## src/rtl/adder_16bit_pkg.sv

```systemverilog
// Shared constants and types for the registered ripple-carry adder.
// The default width lives here so that the interface, the adder and the bench agree on it.
package adder_16bit_pkg;

  localparam int ADDER_WIDTH = 16;

  typedef logic [ADDER_WIDTH-1:0] word_t;

endpackage : adder_16bit_pkg

```

## src/rtl/adder_16bit_if.sv

```systemverilog
// Operand/result bundle for adder_16bit.
// The master side presents the operands, and the slave (the adder) returns the registered result.
interface adder_16bit_if #(
  parameter int WIDTH = adder_16bit_pkg::ADDER_WIDTH
);

  logic [WIDTH-1:0] d_1;
  logic [WIDTH-1:0] d_2;
  logic [WIDTH-1:0] Sum;
  logic             Cout;

  modport master (
    output d_1,
    output d_2,
    input  Sum,
    input  Cout
  );

  modport slave (
    input  d_1,
    input  d_2,
    output Sum,
    output Cout
  );

endinterface : adder_16bit_if

```

## src/rtl/adder_16bit_full_adder.sv

```systemverilog
// Single-bit full adder; this is one link of the ripple chain in adder_16bit.
module full_adder (
  input  logic a,
  input  logic b,
  input  logic cin,
  output logic s,
  output logic cout
);

  logic half_sum;

  assign half_sum = a ^ b;
  assign s        = half_sum ^ cin;
  assign cout     = (a & b) | (cin & half_sum);

endmodule : full_adder

```

## src/rtl/adder_16bit.sv

```systemverilog
// WIDTH-bit unsigned ripple-carry adder with the {carry, sum} result registered once.
// The carry-in is tied low, and a synchronous active-high rst clears the result register.
module adder_16bit #(
  parameter int WIDTH = adder_16bit_pkg::ADDER_WIDTH
) (
  input  logic         clk,
  input  logic         rst,
  adder_16bit_if.slave bus
);

  logic [WIDTH:0]   carry;
  logic [WIDTH-1:0] sum_comb;
  logic [WIDTH-1:0] sum_q;
  logic             cout_q;

  assign carry[0] = 1'b0;

  // Bit i's carry-out feeds bit i+1, and carry[WIDTH] is the adder's carry-out.
  for (genvar i = 0; i < WIDTH; i++) begin : g_ripple
    full_adder u_fa (
      .a    (bus.d_1[i]),
      .b    (bus.d_2[i]),
      .cin  (carry[i]),
      .s    (sum_comb[i]),
      .cout (carry[i+1])
    );
  end

  // NOTE: non-blocking assignments keep every register sampling pre-edge values, so ordering between flops cannot matter.
  always_ff @(posedge clk) begin
    if (rst) begin
      sum_q  <= '0;
      cout_q <= 1'b0;
    end else begin
      sum_q  <= sum_comb;
      cout_q <= carry[WIDTH];
    end
  end

  assign bus.Sum  = sum_q;
  assign bus.Cout = cout_q;

endmodule : adder_16bit

```

## src/flat_wrapper.sv

```systemverilog
// flat-port wrapper written by rule: the top's interface ports become plain ports
module adder_16bit_flat 
#(
  parameter int WIDTH = adder_16bit_pkg::ADDER_WIDTH
)
  (clk, rst, bus_d_1, bus_d_2, bus_Sum, bus_Cout);
  adder_16bit_if #(.WIDTH(WIDTH)) bus_i ();
  input  logic clk;
  input  logic rst;
  input wire logic [$bits(bus_i.d_1)-1:0] bus_d_1;
  input wire logic [$bits(bus_i.d_2)-1:0] bus_d_2;
  output wire logic [$bits(bus_i.Sum)-1:0] bus_Sum;
  output wire logic [$bits(bus_i.Cout)-1:0] bus_Cout;
  assign bus_i.d_1 = bus_d_1;
  assign bus_i.d_2 = bus_d_2;
  assign bus_Sum = bus_i.Sum;
  assign bus_Cout = bus_i.Cout;
  adder_16bit #(.WIDTH(WIDTH)) u_core (.clk(clk), .rst(rst), .bus(bus_i));
endmodule
```

## config.mk

```make
export PLATFORM = sky130hd
export DESIGN_NAME = adder_16bit_flat
export DESIGN_NICKNAME = d
export VERILOG_FILES = /design/src/rtl/adder_16bit_pkg.sv /design/src/rtl/adder_16bit_if.sv /design/src/rtl/adder_16bit_full_adder.sv /design/src/rtl/adder_16bit.sv /design/src/flat_wrapper.sv
export SDC_FILE = /design/constraint.sdc
export NUM_CORES = 1
export LEC_CHECK = 0
export CORE_MARGIN = 2
export CORE_UTILIZATION = 38
export DETAILED_ROUTE_END_ITERATION = 12
export PLACE_DENSITY = 0.9
export SYNTH_ARGS = -nofsm -noshare
export SYNTH_HDL_FRONTEND = slang
export SYNTH_HIERARCHICAL = 1
export SYNTH_SLANG_ARGS = --single-unit
export TNS_END_PERCENT = 50
```

## constraint.sdc

```tcl
create_clock -name clk -period 14.6 [get_ports clk]
set_input_delay 2.92 -clock clk [delete_from_list [all_inputs] [get_ports clk]]
set_output_delay 2.92 -clock clk [all_outputs]
set_load 0.05 [all_outputs]
```

==> flow_summary.json <==
{
  "globalplace.congestion": 0.607,
  "post_cts_buffers": 0,
  "p_sw_share_pct": 34.8,
  "post_cts_resized": 0,
  "first_pass_iters": 2,
  "critPathBufInv": 1,
  "period_share_pct": 66.5,
  "die_y_um": 49.9,
  "viasPerCell": 4.11,
  "netSwitchingPower_mw": 0.0468,
  "track_usage_pct": 14.8,
  "relSlewSlack_pct": 62.8,
  "fp-row-count": 16,
  "setup_tns_ps": 0,
  "die-area_um2": 2490,
  "period_minus_slack_ps": 9710,
  "combPwrFrac_pct": 42.1,
  "worstSetupPathType": "in -> reg",
  "seq_power_share_pct": 40.0,
  "area_delta_synth_final_pct": 68.9,
  "synth.ff_latch_count": 17,
  "synth_top_area_share_pct": 42.6,
  "grt_max_degree": 18,
  "hold_path.class": "in -> reg",
  "multi_input_area_um2": 448,
  "cp_slowest_cell": "clkdlybuf4s50_1",
  "drt_iter0_drc": 5,
  "path_max_fanout": 1,
  "numCtsBuffers": 3,
  "fin_nets": 156,
  "seq_area_um2": 340,
  "crit_path_cell_trace": "clkdlybuf4s50_1, fa_1, fa_1, fa_1, fa_1, fa_1, fa_1, fa_1, fa_1, fa_1, fa_1, fa_1, fa_1, fa_1, fa_1, fa_1, fa_1, and2b_2",
  "cts.clk_slew.worst_paths_ps": 100,
  "die_x_um": 49.9,
  "yosysTopAreaCell": "dfxtp_1",
  "synth_area_leaders": "dfxtp_1 (43%), fa_1 (40%), nor2b_1 (7.8%)",
  "ioPinCount": 51,
  "clock_power_share_pct": 17.9,
  "h-tree-depth": 1,
  "cpMostUsedCell": "fa_1",
  "wl_mm": 1.56,
  "synthArstFlopShare_pct": 0,
  "cp_slowest_stage_delay_ps": 440,
  "leakagePower_nw": 0.527,
  "synth-edff-count": 0,
  "power_density_nw_per_um2": 99.6,
  "setup_viol": 0,
  "root_buffer": "clkbuf_4",
  "crit_path_end_kind": "flop",
  "clockBufferDepth": 2,
  "yosys-top-cells-count": "dfxtp_1 (17), fa_1 (16), nor2b_1 (10), and2b_2 (7)",
  "startpoint_type": "primary input",
  "first_global_vias": 577,
  "fill_cells": 150,
  "portBuffers": 50,
  "drtAntennaViolNets": 0,
  "intPower_mw": 0.0877,
  "synth_cell_types": 6,
  "start_util_pct": 40.3,
  "syn_avg_cell_area_um2": 15.4,
  "final_util_pct": 68.1,
  "syn_nets": 102,
  "drive_gt1_share_pct": 10.5,
  "num_vias": 543,
  "hold_buffers": 0,
  "netlist_area_um2": 800,
  "crit_family": "adder cells",
  "status": "complete, no violations",
  "slew_violations": 0,
  "yosys_warnings": 6,
  "drv_cap": 0,
  "critical_path_required_ps": 14790,
  "antenna_cells": 0,
  "crit_arrival_ps": 9900,
  "grt_pass1_wl_mm": 2.62,
  "syn_inst": 52,
  "yosysMostFrequentCell": "dfxtp_1",
  "synth-main-ff-cell": "dfxtp_1",
  "seq_area_frac_synth_pct": 42.6,
  "fmaxAchievable_ghz": 0.103,
  "core_um2": 1980,
  "rsz0062_at_grt": "false",
  "clock_sinks": 17,
  "grt_antenna_before_repair": 0,
  "hold_viol": 0,
  "worst_pin_slew_ps": 556,
  "grt_overflow": 0,
  "route.detailed.drc": 0,
  "ir_worst_vdd_mv": 0.0503,
  "cts_tree": "done",
  "wl_per_cell_um": 11.8
}
[placed cells by master, fill, tap and decap left out]
| cell | n |
|---|---|
| conb_1 | 1 |
| dfxtp_1 | 17 |
| clkbuf_4 | 3 |
| clkinv_2 | 1 |
| clkdlybuf4s50_1 | 50 |
| and2b_2 | 7 |
| nor2b_1 | 10 |
| fa_1 | 16 |
[per-stage QoR]
stage               std cells  hold slack (ps)  total power, mW  setup slack [ps]  cell area, um^2
floorplan                  52             3110           0.0871              5230              800
global placement          128             3700            0.111              4650             1320
detailed placement        128             3710            0.112              4600             1320
CTS                       132             3410            0.136              4870             1350
global route              132             3410            0.143              4720             1350
finish                    132             3400            0.135              4890             1350
[metal layers]
layer  global-route usage, %  vias to the layer above  routed length, um
met5                       0                        -                  0
met4                    8.33                        0                 17
met3                    4.24                        2                144
met2                    23.8                       33                761
met1                    17.8                      249                632
li1                        -                      259                  -
[layout make-up]
type                    count  area share [%]
clock buffers               3            1.67
clock inverters             1           0.371
multi-input cells          34            33.2
flip-flops and latches     17            25.2
well taps                  27            2.50
repair buffers             50            37.1
[worst paths after layout]
| kind | from | to | slack (ps) | cells after the start |
|---|---|---|---|---|
| setup / recovery | bus_d_1[0] | u_core/bus.Sum[15] | 4890 | 18 |
| hold / removal | bus_d_2[12] | u_core/bus.Sum[12] | 3400 | 3 |
[logic make-up (layout without fill, tap and decap cells)]
kind of cell / count (synthesis) / count (layout) / share of synthesized area, %
other cells: 1 / 1 / 0.469
buf+inv: 1 / 54 / 1.41
simple gates: 17 / 17 / 15.5
flops: 17 / 17 / 42.6
fa+ha+maj: 16 / 16 / 40.1
[registers in the layout, summed over array words and instances, names as in the netlist]
signal / count
u_core/bus.Cout: 1
u_core/bus.Sum: 16
[power by group through the flow]
| stage | Clock [mW] | Sequential (mW) | Combinational, mW |
|---|---|---|---|
| final | 0.0241 | 0.0538 | 0.0566 |
| after global routing | 0.0275 | 0.0543 | 0.0610 |
| after CTS | 0.0248 | 0.0539 | 0.0573 |
| after detailed placement | 0 | 0.0550 | 0.0571 |
| after global placement | 0 | 0.0547 | 0.0561 |
| after floorplan | 0 | 0.0760 | 0.0111 |
[tightest hold or removal path, cell delays in order]
cell	delay, ps
clkdlybuf4s50_1	480
fa_1	150
nor2b_1	110
Power figures use the tool's default switching activity.
